`config.mk`:
```
export PLATFORM = sky130hd
export DESIGN_NAME = muldiv_unit_flat
export DESIGN_NICKNAME = d
export VERILOG_FILES = /design/src/rtl/muldiv_unit_if.sv /design/src/rtl/muldiv_unit.sv /design/src/flat_wrapper.sv
export SDC_FILE = /design/constraint.sdc
export NUM_CORES = 1
export LEC_CHECK = 0
export CAP_MARGIN = 20
export CORE_AREA = 2 2 206 208
export CTS_BUF_LIST = sky130_fd_sc_hd__clkbuf_8
export DETAILED_ROUTE_END_ITERATION = 6
export DIE_AREA = 0 0 208 210
export SYNTH_ARGS = -nofsm -noshare
export SYNTH_HDL_FRONTEND = slang
export SYNTH_SLANG_ARGS = --single-unit
export TNS_END_PERCENT = 50
```
`constraint.sdc`:
```
create_clock -name clk -period 11.9 [get_ports clk]
set_input_delay 2.38 -clock clk [delete_from_list [all_inputs] [get_ports clk]]
set_output_delay 2.38 -clock clk [all_outputs]
set_load 0.01 [all_outputs]
```
`src/rtl/muldiv_unit_if.sv`:
```
// Handshake and operand/result bundle between the multicycle controller
// and the iterative multiply/divide unit.
interface muldiv_unit_if #(
    parameter int WIDTH = 32
);
    logic             start;
    logic [1:0]       op;
    logic [WIDTH-1:0] srca;
    logic [WIDTH-1:0] srcb;
    logic             busy;
    logic             done;
    logic [WIDTH-1:0] hi;
    logic [WIDTH-1:0] lo;

    modport master (
        output start, op, srca, srcb,
        input  busy, done, hi, lo
    );

    modport slave (
        input  start, op, srca, srcb,
        output busy, done, hi, lo
    );
endinterface

```
`src/rtl/muldiv_unit.sv`:
```
// Iterative 32-bit multiply/divide unit (MULTU/MULT/DIVU/DIV) with HI/LO
// results. One shared 32-bit ripple adder does all partial-product and
// partial-remainder arithmetic; latency is a fixed 35 cycles.

// Plain 32-bit ripple adder with no carry-out.
module add (
    input  logic [31:0] a,
    input  logic [31:0] b,
    output logic [31:0] y
);
    assign y = a + b;
endmodule

module muldiv_unit #(
    parameter int WIDTH = 32,
    parameter int ITERS = 32
) (
    input  logic          clk,
    input  logic          reset,
    muldiv_unit_if.slave  bus
);
    typedef enum logic [2:0] {IDLE, PREP, ITER, FIX, DONE} state_t;

    state_t           state, state_nx;
    logic [1:0]       op_r;
    logic [WIDTH-1:0] a_r, b_r;     // operands as captured
    logic [WIDTH-1:0] m_r;          // multiplicand, or negated divisor
    logic [WIDTH-1:0] acc_r;        // product high half, or remainder
    logic [WIDTH-1:0] lq_r;         // multiplier/product low half, or quotient
    logic [WIDTH-1:0] hi_r, lo_r;
    logic             sgn_res, sgn_rem;
    logic [4:0]       cnt;

    logic             busy_c, done_c;
    logic             is_div, is_sgn;
    logic [WIDTH-1:0] ua, ub, srem;
    logic [31:0]      add_a, add_b, add_y;
    logic             carry;
    logic [WIDTH:0]   acc33;
    logic [WIDTH-1:0] fix_hi, fix_lo;

    function automatic logic [31:0] abs32(input logic signed [31:0] v);
        return (v < 0) ? 32'(-v) : 32'(v);
    endfunction

    function automatic logic [31:0] neg32(input logic [31:0] v);
        return ~v + 32'd1;
    endfunction

    function automatic logic [63:0] neg64(input logic [63:0] v);
        return ~v + 64'd1;
    endfunction

    assign is_div = op_r[1];
    assign is_sgn = op_r[0];
    assign ua     = is_sgn ? abs32(a_r) : a_r;
    assign ub     = is_sgn ? abs32(b_r) : b_r;
    // Remainder after the left shift; its bit 32 is acc_r[31].
    assign srem   = {acc_r[30:0], lq_r[31]};

    add u_add (.a(add_a), .b(add_b), .y(add_y));

    // Adder operand select and synthesized carry-out / multiply accumulate
    always_comb begin
        add_a = acc_r;
        add_b = m_r;
        if (state == PREP) begin
            add_a = ~ub;
            add_b = 32'd1;
        end else if (is_div) begin
            add_a = srem;
        end
        carry = (add_a[31] & add_b[31]) | ((add_a[31] ^ add_b[31]) & ~add_y[31]);
        acc33 = lq_r[0] ? {carry, add_y} : {1'b0, acc_r};
    end

    // Sign/special-case correction of the raw result for HI/LO
    always_comb begin
        fix_hi = acc_r;
        fix_lo = lq_r;
        if (!is_div) begin
            if (sgn_res)
                {fix_hi, fix_lo} = neg64({acc_r, lq_r});
        end else if (b_r == '0) begin
            fix_hi = a_r;
            fix_lo = '1;
        end else begin
            fix_lo = sgn_res ? neg32(lq_r) : lq_r;
            fix_hi = sgn_rem ? neg32(acc_r) : acc_r;
        end
    end

    // FSM next-state and handshake outputs
    always_comb begin
        state_nx = state;
        busy_c   = 1'b0;
        done_c   = 1'b0;
        case (state)
            IDLE: if (bus.start) state_nx = PREP;
            PREP: begin
                busy_c   = 1'b1;
                state_nx = ITER;
            end
            ITER: begin
                busy_c = 1'b1;
                if (cnt == 5'(ITERS - 1)) state_nx = FIX;
            end
            FIX: begin
                busy_c   = 1'b1;
                state_nx = DONE;
            end
            DONE: begin
                done_c   = 1'b1;
                state_nx = IDLE;
            end
            default: state_nx = IDLE;
        endcase
    end

    // FSM state register
    always_ff @(posedge clk) begin
        if (reset) state <= IDLE;
        else       state <= state_nx;
    end

    // Iteration counter and architecturally visible HI/LO
    always_ff @(posedge clk) begin
        if (reset) begin
            cnt  <= '0;
            hi_r <= '0;
            lo_r <= '0;
        end else begin
            if (state == PREP)      cnt <= '0;
            else if (state == ITER) cnt <= cnt + 5'd1;
            if (state == FIX) begin
                hi_r <= fix_hi;
                lo_r <= fix_lo;
            end
        end
    end

    // Operand capture, preparation and shift-add / restoring-divide steps
    always_ff @(posedge clk) begin
        case (state)
            IDLE: if (bus.start) begin
                op_r <= bus.op;
                a_r  <= bus.srca;
                b_r  <= bus.srcb;
            end
            PREP: begin
                sgn_res <= is_sgn & (a_r[31] ^ b_r[31]);
                sgn_rem <= is_sgn & a_r[31];
                acc_r   <= '0;
                if (is_div) begin
                    m_r  <= add_y;
                    lq_r <= ua;
                end else begin
                    m_r  <= ua;
                    lq_r <= ub;
                end
            end
            ITER: begin
                if (is_div) begin
                    if (acc_r[31] | carry) begin
                        acc_r <= add_y;
                        lq_r  <= {lq_r[30:0], 1'b1};
                    end else begin
                        acc_r <= srem;
                        lq_r  <= {lq_r[30:0], 1'b0};
                    end
                end else begin
                    acc_r <= acc33[WIDTH:1];
                    lq_r  <= {acc33[0], lq_r[WIDTH-1:1]};
                end
            end
            default: ;
        endcase
    end

    assign bus.busy = busy_c;
    assign bus.done = done_c;
    assign bus.hi   = hi_r;
    assign bus.lo   = lo_r;
endmodule

```
`src/flat_wrapper.sv`:
```
// flat-port wrapper written by rule: the top's interface ports become plain ports
module muldiv_unit_flat 
#(
    parameter int WIDTH = 32,
    parameter int ITERS = 32
)
  (clk, reset, bus_start, bus_op, bus_srca, bus_srcb, bus_busy, bus_done, bus_hi, bus_lo);
  muldiv_unit_if #(.WIDTH(WIDTH)) bus_i ();
  input  logic clk;
  input  logic reset;
  input wire logic [$bits(bus_i.start)-1:0] bus_start;
  input wire logic [$bits(bus_i.op)-1:0] bus_op;
  input wire logic [$bits(bus_i.srca)-1:0] bus_srca;
  input wire logic [$bits(bus_i.srcb)-1:0] bus_srcb;
  output wire logic [$bits(bus_i.busy)-1:0] bus_busy;
  output wire logic [$bits(bus_i.done)-1:0] bus_done;
  output wire logic [$bits(bus_i.hi)-1:0] bus_hi;
  output wire logic [$bits(bus_i.lo)-1:0] bus_lo;
  assign bus_i.start = bus_start;
  assign bus_i.op = bus_op;
  assign bus_i.srca = bus_srca;
  assign bus_i.srcb = bus_srcb;
  assign bus_busy = bus_i.busy;
  assign bus_done = bus_i.done;
  assign bus_hi = bus_i.hi;
  assign bus_lo = bus_i.lo;
  muldiv_unit #(.WIDTH(WIDTH), .ITERS(ITERS)) u_core (.clk(clk), .reset(reset), .bus(bus_i));
endmodule
```
==> out/qor.yml, run 1 <==
status: "complete, no violations"
final.setup.tns_ps: 0
grtUsageMet2_pct: 36.0
crit_path_cell_trace: "inv_1 -> ha_1 -> or4b_2 -> or3_1 -> nor2b_1 -> a21oi_1 -> xor2_1 -> a21oi_1 -> ha_1 -> and2_1 -> a221oi_1 -> o31ai_1 -> and2_1 -> a311o_1 -> a31oi_1 -> o21bai_1 -> fa_1 -> nor2_2 -> buf_4 -> nand2_1 -> o21a_1 -> a221oi_1"
final_cell_mix: "nand2_1 (173), edfxtp_1 (164), nor2_1 (153), clkdlybuf4s50_1 (133), a21oi_1 (131)"
core-area_mm2: 0.0415
fmax_ghz: 0.155
arrival_ps: 6860
grt_setup_unrepaired: "no"
critical_path_class: "flop to flop"
final_area_mm2: 0.0185
finalPower_mw: 2.81
crit_buf_inv: 2
synth_top_cell_area_share_pct: 30.7
finalSetupViolCount: 0
path_delay_family: "simple AND/OR/NAND/NOR gates"
synth.yosys.seq_area_share_pct: 39.6
hold_viol: 0
start_util_pct: 38.7
syn_area_mm2: 0.0161
peakVddDrop_v: 0.0000738
worst_pin_slew_ps: 968
numCtsBuffers: 43
critPathLaunchType: "flop"
port_buffers: 134
viasPerCell: 5.99
io_pins: 135
dr.pass1.iters: 5
gp_congestion: 0.936
p_clk_share_pct: 27.8
post-cts-setup-buffers: 0
async_flop_share_pct: 0
slowest_delay_ps: 640
avgSynthCellArea_um2: 9.21
max_cap_violations: 0
syn-instance-count: 1744
ys_warn_count: 0
grt_pass1_wl_um: 82400
seqPwrFrac_pct: 40.0
p_sw_share_pct: 37.1
max-slew-margin-rel_pct: 35.5
die_area_mm2: 0.0437
synth_seq_cells: 236
syn_nets: 1853
fin_crit_ps: 6460
dpl_cell_area_mm2: 0.0177
grt_pass1_vias: 13244
areaGrowthSynthToFinish_pct: 15.3
clk_latency_ps: 590
grt_util_met1_pct: 34.0
grtUsageMet3_pct: 6.54
wl_um: 54400
cts_resized: 0
hpwlAfterDp_um: 39800
layout_commonest_cell: "nand2_1"
timing.final.crit_share_pct: 54.3
power_switching_mw: 1.04
ctsHtreeMaxLevel: 2
p_leak_nw: 6.44
drt-initial-drc-count: 1466
powerDensity_mw_per_mm2: 152
p_comb_share_pct: 32.3
clock_sinks: 236
top_usage_layer: "met2"
num_rows: 75
path_max_fanout: 23
synth_ff_type: "edfxtp_1"
drive_above_1_share_pct: 8.32
nFillCells: 4015
die_y_um: 210
antenna_found_initial: 0
grt-ovfl-total: 0
track_usage_pct: 24.4
required_ps: 12300
critPathSlowestCell: "or4b_2"
synthTopCellsByArea: "edfxtp_1 (31%), dfxtp_1 (9.0%), xor2_1 (5.2%)"
synth_area_leader_cell: "edfxtp_1"
grt_max_degree: 157
holdPathStages: 2
crit_cells: 22
skew_ps: 24.8
root_buffer: "clkbuf_8"
layout.nets: 1903
path_clk_slew_ps: 60
cts-hold-fix-buffers: 0
drc: 0
drtAntennaViolNets: 0
end_kind: "flop"
n_antenna_cell: 0
fp.dieW_um: 208
cts_buffer_depth: 3
synth-edff-count: 164
reg2reg_depth: 22
wl_per_cell_um: 23.0
yosysUniqueCellTypes: 69
fin_util_pct: 44.7
vias: 14179
hold_path_class: "flop to flop"
final-max-slew-violation-count: 0
internal_power_mw: 1.77
cts_tree: "built"
## per-stage QoR
step / setup slack (ps) / instances / hold slack, ps
CTS: 5430 / 2366 / 455
global route: 4880 / 2366 / 476
floorplan: 2150 / 1744 / 476
finish: 5440 / 2366 / 454
detailed placement: 5460 / 2288 / 447
global placement: 5600 / 2288 / 449
## layer usage
metal / wire [um] / share of wire, %
met1: 23300 / 43
met2: 23000 / 42
met3: 5970 / 11
met4: 2110 / 3.9
met5: 0 / 0
## worst paths after layout
| path | start | end | slack [ps] |
|---|---|---|---|
| max | u_core.b_r[0] | u_core.acc_r[16] | 5440 |
| min | u_core.bus.hi[5] | u_core.bus.hi[5] | 450 |
| min reg2reg | u_core.bus.hi[5] | u_core.bus.hi[5] | 450 |
| max reg2reg | u_core.b_r[0] | u_core.acc_r[16] | 5440 |
## cells by family after synthesis
logic type      share of synthesized area, %
buf+inv                                 4.17
compound gates                          20.2
simple gates                            17.2
flops                                   39.6
xor+xnor                                9.76
mux                                     5.89
fa+ha+maj                               3.21
## registers in the layout, summed over array words and instances (netlist names)
signal and flops:
u_core.sgn_rem 1, u_core.lq_r 32, u_core.sgn_res 1, u_core.bus.lo 32
u_core.bus.hi 32, u_core.state 3, u_core.acc_r 32, u_core.a_r 32
u_core.cnt 5, u_core.m_r 32, u_core.op_r 2, u_core.b_r 32
## power groups by stage
stage                     clock network, mW  logic, mW  registers [mW]
after detailed placement                  0      0.893            1.13
after floorplan                           0      0.675            1.05
after global routing                  0.832      0.993            1.13
final                                 0.781      0.908            1.12
after global placement                    0      0.886            1.13
after CTS                             0.803      0.898            1.12
## cell type report
cell class	count	area [um^2]	area share (%)
clock buffer	49	674	3.64
multi-input combinational	1336	9050	48.9
clock inverter	29	176	0.953
sequential	236	6370	34.4
timing repair buffer	151	1480	7.97
inverter	26	97.6	0.527
tap	539	674	3.64
## synth_stat cells, types with 5 or more instances
| master | instances |
|---|---|
| xnor2_1 | 84 |
| nor4_1 | 16 |
| o22ai_1 | 7 |
| xor2_1 | 95 |
| or2_2 | 11 |
| o21bai_1 | 5 |
| a21o_1 | 17 |
| nand3_1 | 17 |
| buf_1 | 26 |
| ha_1 | 38 |
| mux2i_1 | 18 |
| o31a_1 | 5 |
| mux4_2 | 27 |
| nand2_1 | 174 |
| nor2_1 | 155 |
| or3_1 | 14 |
| a31oi_1 | 10 |
| mux2_2 | 14 |
| dfxtp_1 | 72 |
| clkbuf_1 | 115 |
| edfxtp_1 | 164 |
| or4_1 | 15 |
| a221oi_1 | 6 |
| or4_4 | 5 |
| a21oi_1 | 131 |
| o41ai_1 | 17 |
| nand2b_1 | 5 |
| a311oi_1 | 43 |
| nor2b_1 | 74 |
| o211ai_1 | 35 |
| inv_1 | 25 |
| o41ai_2 | 5 |
| and2_1 | 12 |
| o31ai_1 | 28 |
| a211oi_1 | 58 |
| nor3_1 | 36 |
| and3_1 | 10 |
| o21ai_0 | 101 |
## worst min-delay path, cell delays in order, from the launching register on
cell and delay [ps]:
dfxtp_1 310, nand2_1 50, a21oi_1 50
Power figures use the tool's default switching activity.
==> inputs of run 2 (changes only) <==
==> constraint.sdc (replaced) <==
create_clock -name clk -period 6.47 [get_ports clk]
set_input_delay 1.294 -clock clk [delete_from_list [all_inputs] [get_ports clk]]
set_output_delay 1.294 -clock clk [all_outputs]
set_load 0.01 [all_outputs]
==> out/qor.yml, run 2 (synthesis results as in run 1) <==
fin_crit_ps: 6100  # -368 ps
path_clk_slew_ps: 60  # about the same
max-slew-margin-rel_pct: 28.4  # -7.0 points
wl_um: 56300  # +3.5%
critPathLaunchType: "flop"
core-area_mm2: 0.0415  # unchanged
path_max_fanout: 33  # +43%
fmax_ghz: 0.164  # +6.0%
die_area_mm2: 0.0437  # unchanged
layout_commonest_cell: "nand2_1"
viasPerCell: 6.07  # +1.4%
arrival_ps: 6460  # -400 ps
p_comb_share_pct: 33.8  # +1.5 points
die_y_um: 210  # unchanged
grt_pass1_vias: 13357  # +0.85%
finalSetupViolCount: 0  # unchanged
crit_path_start: "u_core.b_r[1]"
final_cell_mix: "nand2_1 (173), edfxtp_1 (164), nor2_1 (153), clkdlybuf4s50_1 (133), a21oi_1 (131)"
power_switching_mw: 1.97  # +89%
cts_buffer_depth: 3  # unchanged
track_usage_pct: 25.0  # +0.56 points
antenna_found_initial: 0  # unchanged
numCtsBuffers: 43  # unchanged
num_rows: 75  # unchanged
required_ps: 6830  # -5470 ps
grt-ovfl-total: 0  # unchanged
seqPwrFrac_pct: 39.9  # about the same
grt_pass1_wl_um: 83800  # +1.8%
p_clk_share_pct: 26.3  # -1.5 points
drtAntennaViolNets: 0  # unchanged
fp.dieW_um: 208  # unchanged
final-max-slew-violation-count: 0  # unchanged
io_pins: 135  # unchanged
p_leak_nw: 6.53  # +1.4%
pre_cts_ws_ps: 262  # -5200 ps
gp_congestion: 0.991  # +6.0%
critical_path_class: "flop to flop"
r2r-end: "u_core.acc_r[27]"
rrSetupSlack_ps: 370  # -5060 ps
clock_sinks: 236  # unchanged
min_to: "u_core.bus.hi[13]"
skew_ps: 24.3  # -0.476 ps
clk_latency_ps: 580  # about the same
port_buffers: 134  # unchanged
max_cap_violations: 0  # unchanged
p_sw_share_pct: 38.1  # +0.98 points
powerDensity_mw_per_mm2: 278  # +83%
status: "complete, no violations"
hold_viol: 0  # unchanged
peakVddDrop_v: 0.000154  # +110%
reg2reg_depth: 23  # +4.5%
cts_tree: "built"
drt-initial-drc-count: 1484  # +1.2%
regToRegStartpoint: "u_core.b_r[1]"
internal_power_mw: 3.20  # +81%
grt_max_degree: 89  # -43%
setup_ws_ps: 373  # -5060 ps
ctsHtreeMaxLevel: 2  # unchanged
end_kind: "flop"
drc: 0  # unchanged
holdPathStages: 2  # unchanged
drive_above_1_share_pct: 8.69  # +0.37 points
root_buffer: "clkbuf_8"
timing.hold.ws_ps: 458  # +3.78 ps
n_antenna_cell: 0  # unchanged
nFillCells: 4017  # +0.050%
worst_pin_slew_ps: 1060  # +96.2 ps
dr.pass1.iters: 6  # +1
layout.nets: 1918  # +0.79%
start_util_pct: 38.7  # unchanged
vias: 14457  # +2.0%
finalPower_mw: 5.17  # +84%
grt_setup_unrepaired: "yes"
hold_path_class: "flop to flop"
hpwlAfterDp_um: 41400  # +4.0%
timing.final.crit_share_pct: 94.2  # +40 points
wl_per_cell_um: 23.6  # +2.8%
hold_start: "u_core.bus.hi[13]"
areaGrowthSynthToFinish_pct: 15.9
==> run 2: changes by cell type in the layout (fill, tap and decap cells not counted), moves of 2 or more <==
cell	before	now
buf_4	16	30
inv_1	35	43
clkinv_2	9	3
clkbuf_8	49	47
==> run 2: critical path, stage by stage, from the launching register on <==
cell and delay [ps]:
edfxtp_1 420, inv_1 110, ha_1 190, or4b_2 640, or3_1 510, nor2b_2 250
a31oi_1 140, xor2_1 300, a21oi_1 150, ha_1 350, a21o_1 190, a221oi_1 350
o31ai_1 100, and2_1 170, a311o_1 300, a31oi_1 220, o21bai_1 110, fa_1 430
nor2_2 150, buf_12 200, nand2_1 80, nand2_1 80, a21oi_1 50, a2111oi_1 390
==> run 2: timing repair <==
action                     4_1_cts  5_1_grt
setup endpoints to repair        0       20
buffers inserted                 0        0
resized for setup                0        6
hold buffers                     0        0
==> run 2: metal layers <==
layer  wire length, um  up-vias  global-route usage, %  share of wire, %
met5                 0        -                      0                 0
met2             23600      785                   36.3                42
met3              6050      116                   5.21                11
met1             24400     6977                   36.1                43
met4              2190        0                   10.2               3.9
li1                  -     6579                      -                 -
==> run 2: worst max path at each step <==
| stage | endpoint | slack, ps | cells past startpoint |
|---|---|---|---|
| finish | u_core.acc_r[27] | 370 | 23 |
| global route | u_core.acc_r[27] | -50 | 23 |
| CTS | u_core.acc_r[12] | 250 | 22 |
| detailed placement | u_core.acc_r[12] | 260 | 22 |
| global placement | u_core.acc_r[12] | 350 | 22 |
| floorplan | u_core.lq_r[0] | 810 | 17 |
==> run 2: through the flow <==
step / instance area (um^2) / setup TNS [ps] / std cells / utilization (%)
global route: 18600 / -51.5 / 2380 / 44.9
CTS: 18600 / 0 / 2380 / 44.8
detailed placement: 17800 / 0 / 2303 / 42.9
global placement: 17800 / 0 / 2303 / 42.9
floorplan: 16100 / 0 / 1744 / -
finish: 18600 / 0 / 2380 / 44.9
==> run 2: area by class of cell <==
type,count,area (um^2),share of cell area (%)
Inverter,26,97.6,0.524
Multi-Input combinational cell,1336,9100,48.8
Clock inverter,30,143,0.766
Clock buffer,47,647,3.47
Timing Repair Buffer,166,1600,8.60
Sequential cell,236,6370,34.2
Tap cell,539,674,3.62
==> run 2: power groups by stage <==
| stage | registers (mW) | logic [mW] | clock network [mW] |
|---|---|---|---|
| after detailed placement | 2.07 | 1.70 | 0 |
| after CTS | 2.05 | 1.71 | 1.39 |
| after floorplan | 1.93 | 1.24 | 0 |
| after global routing | 2.07 | 1.88 | 1.46 |
| final | 2.06 | 1.75 | 1.36 |
| after global placement | 2.07 | 1.69 | 0 |
